[src/rtl/led_pwm_pkg.sv]
// led_pwm_pkg: shared constants for the LED/GPIO PWM output engine.
//   N_CH_DEF / PWM_BITS_DEF / DIV_W_DEF : default parameter values
//   DUTY_FULL                           : all-ones duty (always on), slice to width
//   ch_w()                              : width of a channel index for n channels
package led_pwm_pkg;

  localparam int N_CH_DEF     = 8;
  localparam int PWM_BITS_DEF = 8;
  localparam int DIV_W_DEF    = 16;

  localparam logic [31:0] DUTY_FULL = 32'hFFFF_FFFF;

  // A single channel still needs a 1-bit index port.
  function automatic int ch_w(input int n);
    return (n > 1) ? $clog2(n) : 1;
  endfunction

endpackage

[src/rtl/led_pwm_prescaler.sv]
// led_pwm_prescaler: programmable divider producing a one-cycle clock enable.
//   clk       : board clock
//   resetn    : asynchronous active-low reset
//   div_ratio : terminal count; tick period is div_ratio+1 clk cycles
//   tick      : registered one-cycle enable, high the cycle after the wrap
module led_pwm_prescaler
  import led_pwm_pkg::*;
#(
  parameter int DIV_W = DIV_W_DEF
) (
  input  logic             clk,
  input  logic             resetn,
  input  logic [DIV_W-1:0] div_ratio,
  output logic             tick
);

  logic [DIV_W-1:0] div_cnt;

  // ">=" rather than "==" so that lowering div_ratio below the running count
  // wraps immediately instead of counting all the way through 2^DIV_W.
  always_ff @(posedge clk or negedge resetn) begin
    if (!resetn) begin
      div_cnt <= '0;
      tick    <= 1'b0;
    end else if (div_cnt >= div_ratio) begin
      div_cnt <= '0;
      tick    <= 1'b1;
    end else begin
      div_cnt <= div_cnt + 1'b1;
      tick    <= 1'b0;
    end
  end

endmodule

[src/rtl/led_pwm_bank.sv]
// led_pwm_bank: PWM-gated LED drive plus heartbeat GPIO between SoC and pads.
//   clk          : board clock, all logic on the rising edge
//   resetn       : asynchronous active-low reset
//   div_ratio    : prescaler terminal count (tick period = div_ratio+1 clk)
//   led_in       : SoC LED on/off request per channel
//   duty_wr      : one-cycle strobe writing duty_val to channel duty_ch
//   duty_ch      : channel index for the duty write (out-of-range is ignored)
//   duty_val     : requested duty; 0 = always off, all-ones = always on
//   tick         : prescaler clock enable
//   led_out      : led_in gated by each channel's PWM, one clk latency
//   heartbeat    : toggles at every PWM period boundary
//   duty_pending : high while any staged duty awaits the period boundary
module led_pwm_bank
  import led_pwm_pkg::*;
#(
  parameter int N_CH     = N_CH_DEF,
  parameter int PWM_BITS = PWM_BITS_DEF,
  parameter int DIV_W    = DIV_W_DEF
) (
  input  logic                     clk,
  input  logic                     resetn,
  input  logic [DIV_W-1:0]         div_ratio,
  input  logic [N_CH-1:0]          led_in,
  input  logic                     duty_wr,
  input  logic [ch_w(N_CH)-1:0]    duty_ch,
  input  logic [PWM_BITS-1:0]      duty_val,
  output logic                     tick,
  output logic [N_CH-1:0]          led_out,
  output logic                     heartbeat,
  output logic                     duty_pending
);

  localparam int                  CH_W   = ch_w(N_CH);
  localparam logic [PWM_BITS-1:0] FULL_W = DUTY_FULL[PWM_BITS-1:0];

  logic [PWM_BITS-1:0] pwm_cnt;
  logic                boundary;
  logic [N_CH-1:0]     on_vec;
  logic [N_CH-1:0]     pend_next;

  led_pwm_prescaler #(.DIV_W(DIV_W)) u_prescaler (
    .clk       (clk),
    .resetn    (resetn),
    .div_ratio (div_ratio),
    .tick      (tick)
  );

  assign boundary = tick && (pwm_cnt == FULL_W);

  always_ff @(posedge clk or negedge resetn) begin
    if (!resetn) begin
      pwm_cnt   <= '0;
      heartbeat <= 1'b0;
    end else if (tick) begin
      pwm_cnt <= pwm_cnt + 1'b1;
      if (boundary) heartbeat <= ~heartbeat;
    end
  end

  for (genvar i = 0; i < N_CH; i++) begin : g_ch
    logic [PWM_BITS-1:0] duty_stage;
    logic [PWM_BITS-1:0] duty_act;
    logic                pend;
    logic                wr_hit;

    // Indices >= N_CH match no channel, so such writes fall away here.
    assign wr_hit       = duty_wr && (duty_ch == CH_W'(i));
    // A write landing on a boundary re-arms pending for the next period,
    // while the boundary itself consumes the previously staged value.
    assign pend_next[i] = wr_hit || (pend && !boundary);
    assign on_vec[i]    = (pwm_cnt < duty_act) || (duty_act == FULL_W);

    always_ff @(posedge clk or negedge resetn) begin
      if (!resetn) begin
        duty_stage <= FULL_W;
        duty_act   <= FULL_W;
        pend       <= 1'b0;
      end else begin
        if (wr_hit)           duty_stage <= duty_val;
        if (boundary && pend) duty_act   <= duty_stage;
        pend <= pend_next[i];
      end
    end
  end

  always_ff @(posedge clk or negedge resetn) begin
    if (!resetn) begin
      led_out      <= '0;
      duty_pending <= 1'b0;
    end else begin
      led_out      <= led_in & on_vec;
      duty_pending <= |pend_next;
    end
  end

endmodule

[config.mk]
export PLATFORM = sky130hd
export DESIGN_NAME = led_pwm_bank
export DESIGN_NICKNAME = d
export VERILOG_FILES = /design/src/rtl/led_pwm_pkg.sv /design/src/rtl/led_pwm_prescaler.sv /design/src/rtl/led_pwm_bank.sv
export SDC_FILE = /design/constraint.sdc
export NUM_CORES = 1
export LEC_CHECK = 0
export BUFFER_PORTS_ARGS = -buffer_cell sky130_fd_sc_hd__buf_2
export CELL_PAD_IN_SITES_DETAIL_PLACEMENT = 1
export CELL_PAD_IN_SITES_GLOBAL_PLACEMENT = 1
export CORE_MARGIN = 5
export CORE_UTILIZATION = 45
export CTS_BUF_LIST = sky130_fd_sc_hd__clkbuf_16
export CTS_CLUSTER_SIZE = 25
export DETAILED_ROUTE_END_ITERATION = 7
export PLACE_DENSITY = 0.74
export SETUP_SLACK_MARGIN = 0.15
export SYNTH_ARGS = -nofsm -noshare
export SYNTH_HDL_FRONTEND = slang
export SYNTH_SLANG_ARGS = --single-unit
[constraint.sdc]
create_clock -name clk -period 1.85 [get_ports clk]
set_input_delay 0.185 -clock clk [delete_from_list [all_inputs] [get_ports clk]]
set_output_delay 0.185 -clock clk [all_outputs]
set_load 0.02 [all_outputs]
==> flow_summary.html <==
<table>
<tr><th>Metric</th><th>Value</th></tr>
<tr><th colspan="2">Status</th></tr>
<tr><td>Run status</td><td>complete, no violations</td></tr>
<tr><th colspan="2">Die</th></tr>
<tr><td>Die width</td><td>151 um</td></tr>
<tr><td>Core footprint</td><td>0.0196 mm2</td></tr>
<tr><td>Floorplan row count</td><td>51</td></tr>
<tr><td>Initial standard-cell utilization of the core</td><td>45.9%</td></tr>
<tr><td>Num ports</td><td>49</td></tr>
<tr><td>Die Y</td><td>151 um</td></tr>
<tr><td>Die Outline Area</td><td>0.0229 mm2</td></tr>
<tr><th colspan="2">Clock network</th></tr>
<tr><td>Clock latency on the worst-skew pair</td><td>430 ps</td></tr>
<tr><td>Clock Pin Slew Worst Setup and Hold Paths</td><td>70 ps</td></tr>
<tr><td>TritonCTS clock tree</td><td>done</td></tr>
<tr><td>Number of clock buffers inserted by TritonCTS</td><td>17</td></tr>
<tr><td>Sinks on Clock Net</td><td>171</td></tr>
<tr><td>CTS Buffer Depth</td><td>2</td></tr>
<tr><td>Buffer type at the clock tree root</td><td>sky130_fd_sc_hd__clkbuf_16</td></tr>
<tr><td>H-tree lvl count</td><td>4</td></tr>
<tr><th colspan="2">Final layout</th></tr>
<tr><td>Register Area</td><td>0.00445 mm2</td></tr>
<tr><td>Final #Nets</td><td>926</td></tr>
<tr><td>Share of final-layout standard cells stronger than drive strength 1</td><td>54.2%</td></tr>
<tr><td>Filler instances</td><td>2017</td></tr>
<tr><td>Top library cells by usage in the layout, fill and taps aside</td><td>128 x sky130_fd_sc_hd__dfstp_2, 78 x sky130_fd_sc_hd__inv_1, 67 x sky130_fd_sc_hd__ha_1</td></tr>
<tr><td>Fraction of the core area covered by cells at the end of the flow</td><td>54.9%</td></tr>
<tr><td>Area occupied by multi-input gates</td><td>0.00433 mm2</td></tr>
<tr><td>Final cell area excluding filler cells</td><td>0.0108 mm2</td></tr>
<tr><td>Area added between synthesis and finish</td><td>19.7%</td></tr>
<tr><td>Most common cell after layout, fill and taps aside</td><td>sky130_fd_sc_hd__dfstp_2</td></tr>
<tr><td>Antenna diode instance count</td><td>0</td></tr>
<tr><th colspan="2">Drt</th></tr>
<tr><td>Wirelength, routed</td><td>23.1 mm</td></tr>
<tr><td>Vias after detailed routing</td><td>5833</td></tr>
<tr><td>Via/cell ratio</td><td>5.34</td></tr>
<tr><td>Initial drt markers</td><td>194</td></tr>
<tr><td>Antenna violation net count after detailed routing</td><td>0</td></tr>
<tr><td>Avg WL per Cell</td><td>21.2 um</td></tr>
<tr><td>Post-route DRC violation count</td><td>0</td></tr>
<tr><td>Pre-antenna DRT Iters</td><td>4</td></tr>
<tr><th colspan="2">Power and ir drop</th></tr>
<tr><td>Peak ir drop on the vdd network</td><td>0.000652 V</td></tr>
<tr><td>Clock Power Share</td><td>38.7%</td></tr>
<tr><td>Switching Power</td><td>0.00226 W</td></tr>
<tr><td>Register share of total power</td><td>49.2%</td></tr>
<tr><td>Power density over the cells</td><td>877 mW/mm2</td></tr>
<tr><td>Leakage power</td><td>4.55 nW</td></tr>
<tr><td>Combinational group share of total power</td><td>12.1%</td></tr>
<tr><td>Tot Pwr</td><td>0.00943 W</td></tr>
<tr><td>Internal Dissipation</td><td>0.00717 W</td></tr>
<tr><td>Sw Share</td><td>24.0%</td></tr>
<tr><th colspan="2">Yosys</th></tr>
<tr><td>Share of the synthesized netlist area taken by xor and xnor gates</td><td>2.14%</td></tr>
<tr><td>Yosys top cell area share</td><td>37.4%</td></tr>
<tr><td>Multiplexer share of the synthesized area</td><td>18.8%</td></tr>
<tr><td>Share of async-settable or async-resettable flops after synthesis</td><td>100%</td></tr>
<tr><td>Post-synthesis compound-gate area fraction</td><td>5.44%</td></tr>
<tr><td>Cell area after technology mapping</td><td>0.00898 mm2</td></tr>
<tr><td>Sequential cell area fraction in the yosys report</td><td>49.4%</td></tr>
<tr><td>Yosys warning total</td><td>0</td></tr>
<tr><td>Number of enable-type register cells in the synthesized netlist</td><td>0</td></tr>
<tr><td>Simple-gate area share of the yosys netlist</td><td>8.66%</td></tr>
<tr><td>Net Count, Synth</td><td>812</td></tr>
<tr><td>Synthesized area divided by synthesized cell count</td><td>12.8 um2</td></tr>
<tr><td>Cells after synthesis</td><td>700</td></tr>
<tr><td>Main combinational cell family by area after synthesis</td><td>multiplexers</td></tr>
<tr><td>Most instantiated flip-flop cell in the synthesis netlist</td><td>sky130_fd_sc_hd__dfstp_2</td></tr>
<tr><td>Number of synthesized register bits</td><td>171</td></tr>
<tr><td>Post-synthesis adder-cell area fraction</td><td>10.3%</td></tr>
<tr><td>Main area contributors after synthesis</td><td>sky130_fd_sc_hd__dfstp_2 37%, sky130_fd_sc_hd__dfrtp_1 12%, sky130_fd_sc_hd__mux2_4 11%</td></tr>
<tr><td>Distinct cell type count after synthesis</td><td>38</td></tr>
<tr><td>Cell type with the largest total area after synthesis</td><td>sky130_fd_sc_hd__dfstp_2</td></tr>
<tr><th colspan="2">Setup path</th></tr>
<tr><td>Critical register-to-register path startpoint</td><td>u_prescaler.div_cnt[15]</td></tr>
<tr><td>Worst reg-to-reg path cell count</td><td>7</td></tr>
<tr><td>Reg2reg setup slack</td><td>120 ps</td></tr>
<tr><td>Worst reg2reg endpoint</td><td>u_prescaler.div_cnt[7]</td></tr>
<tr><td>Worst endpoint data arrival time</td><td>2050 ps</td></tr>
<tr><td>Endpoint type of the worst setup path</td><td>flip-flop</td></tr>
<tr><td>Biggest fanout along the worst timing path</td><td>8</td></tr>
<tr><td>Startpoint Class</td><td>flip-flop</td></tr>
<tr><td>Startpoint-to-endpoint class of the critical path</td><td>flip-flop to flip-flop</td></tr>
<tr><td>Data required time at the worst endpoint</td><td>2170 ps</td></tr>
<tr><th colspan="2">Placed design</th></tr>
<tr><td>Final HPWL DP</td><td>15.7 mm</td></tr>
<tr><td>Weighted congestion reported at the end of routability-driven placement</td><td>0.778</td></tr>
<tr><td>Placed standard-cell area</td><td>0.00962 mm2</td></tr>
<tr><td>Port buffer count</td><td>48</td></tr>
<tr><th colspan="2">Timing</th></tr>
<tr><td>Unrepaired setup endpoints after global routing</td><td>true</td></tr>
<tr><td>Worst Max-Slew Pin Slew</td><td>518 ps</td></tr>
<tr><td>Count of final max-slew check failures</td><td>0</td></tr>
<tr><td>Final Critical Period</td><td>1730 ps</td></tr>
<tr><td>Final count of hold timing violations</td><td>0</td></tr>
<tr><td>Worst setup skew after layout</td><td>8.90 ps</td></tr>
<tr><td>Fraction of the cycle the final worst path needs</td><td>93.6%</td></tr>
<tr><td>Achievable Freq</td><td>578 MHz</td></tr>
<tr><td>Final setup violation count</td><td>0</td></tr>
<tr><td>TNS Setup</td><td>0 ps</td></tr>
<tr><td>Headroom to the max-slew limit</td><td>65.4%</td></tr>
<tr><th colspan="2">GRT</th></tr>
<tr><td>Maximum number of pins on one net before global-route repair</td><td>55</td></tr>
<tr><td>Global-route usage over all layers</td><td>20.5%</td></tr>
<tr><td>Initial antenna violation count</td><td>0</td></tr>
<tr><td>Total congestion overflow</td><td>0</td></tr>
<tr><td>First-pass GRT wire length</td><td>35.3 mm</td></tr>
<tr><td>Via count of the first global-routing pass</td><td>6430</td></tr>
<tr><th colspan="2">Worst hold path</th></tr>
<tr><td>Worst Hold Endpoint</td><td>led_out[4]</td></tr>
<tr><td>Cell depth of the worst min-delay path</td><td>2</td></tr>
<tr><td>Path class of the lowest-slack min-delay path</td><td>primary input to flip-flop</td></tr>
<tr><td>Hold path startpoint</td><td>led_in[4]</td></tr>
<tr><th colspan="2">Run</th></tr>
<tr><td>Max-cap violation count</td><td>0</td></tr>
</table>
[how the worst max path moves through the flow]
stage,from,endpoint,slack [ps],cells past startpoint
3_3_place_gp,u_prescaler.div_cnt[13],u_prescaler.div_cnt[7],150,7
3_5_place_dp,u_prescaler.div_cnt[2],u_prescaler.div_cnt[10],50,7
6_report,u_prescaler.div_cnt[15],u_prescaler.div_cnt[7],120,7
5_1_grt,pwm_cnt[1],led_out[4],40,6
4_1_cts,pwm_cnt[3],led_out[2],110,6
2_1_floorplan,u_prescaler.div_cnt[2],u_prescaler.div_cnt[14],100,7
[timing repair]
item                                    CTS  global route
resized for setup                        19            42
setup buffers                             6            18
hold buffers                              8             0
endpoints found under the setup margin   84            95
cloned                                    1             1
endpoints found under the hold margin    13             0
pin swaps                                 6            32
[power groups by stage]
stage | Combinational [W] | Sequential, W | Clock (W)
final | 0.00114 | 0.00464 | 0.00365
after global routing | 0.00127 | 0.00469 | 0.00389
after CTS | 0.00106 | 0.00464 | 0.00370
after detailed placement | 0.000932 | 0.00470 | 0
after global placement | 0.000843 | 0.00465 | 0
after floorplan | 0.000595 | 0.00459 | 0
[cells by family (layout without fill, tap and decap cells)]
group / after synthesis / count (layout)
compound gates: 75 / 75
xor+xnor: 22 / 22
fa+ha+maj: 74 / 74
buf+inv: 88 / 215
flops: 171 / 171
mux: 129 / 129
simple gates: 141 / 141
[cell usage after synthesis, drive strengths merged, types with 2 or more instances]
library cell / number
a211oi: 9
a21o: 5
a21oi: 23
and2: 8
buf: 11
clkbuf: 3
dfrtp: 43
dfstp: 128
ha: 74
inv: 74
mux2: 129
nand2: 25
nand2b: 10
nand3: 18
nand4: 22
nand4b: 3
nor2: 34
nor2b: 9
nor3: 4
nor3b: 2
nor4: 3
o21ai: 12
o21bai: 8
o22ai: 8
o311a: 8
or2: 2
xnor2: 15
xor2: 7
[registers in the layout (all words and copies together), names as in the netlist]
| signal | flops |
|---|---|
| u_prescaler.div_cnt | 16 |
| pwm_cnt | 8 |
| g_ch.duty_stage | 64 |
| duty_pending | 1 |
| heartbeat | 1 |
| u_prescaler.tick | 1 |
| g_ch.duty_act | 64 |
| led_out | 8 |
| g_ch.pend | 8 |
[layer usage]
| metal | global-route usage [%] | share of wire [%] |
|---|---|---|
| met2 | 36.5 | 53 |
| met3 | 4.70 | 3.0 |
| met1 | 24.1 | 41 |
| met5 | 0 | 0 |
| met4 | 7.39 | 2.6 |
[through the flow]
stage	std cells	worst slack [ps]	hold slack, ps
finish	1092	119	29.6
CTS	1073	107	15.9
global placement	1026	149	164
floorplan	700	95.1	-111
detailed placement	1026	51.6	169
global route	1092	38.1	20.4
[cell type report]
cell class,count,share of cell area [%]
flip-flops and latches,171,41.4
multi-input cells,441,40.2
repair buffers,109,7.21
clock inverters,15,1.58
inverters,74,2.58
clock buffers,17,3.95
well taps,265,3.08
[critical path: stages, from the launching register on]
cell and delay, ps:
sky130_fd_sc_hd__dfrtp_1 400, sky130_fd_sc_hd__ha_1 320, sky130_fd_sc_hd__nand2_2 70, sky130_fd_sc_hd__nor2_2 150, sky130_fd_sc_hd__nand2_2 90, sky130_fd_sc_hd__o31ai_4 340
sky130_fd_sc_hd__buf_6 190, sky130_fd_sc_hd__nor2_1 60
Power figures use the tool's default switching activity.
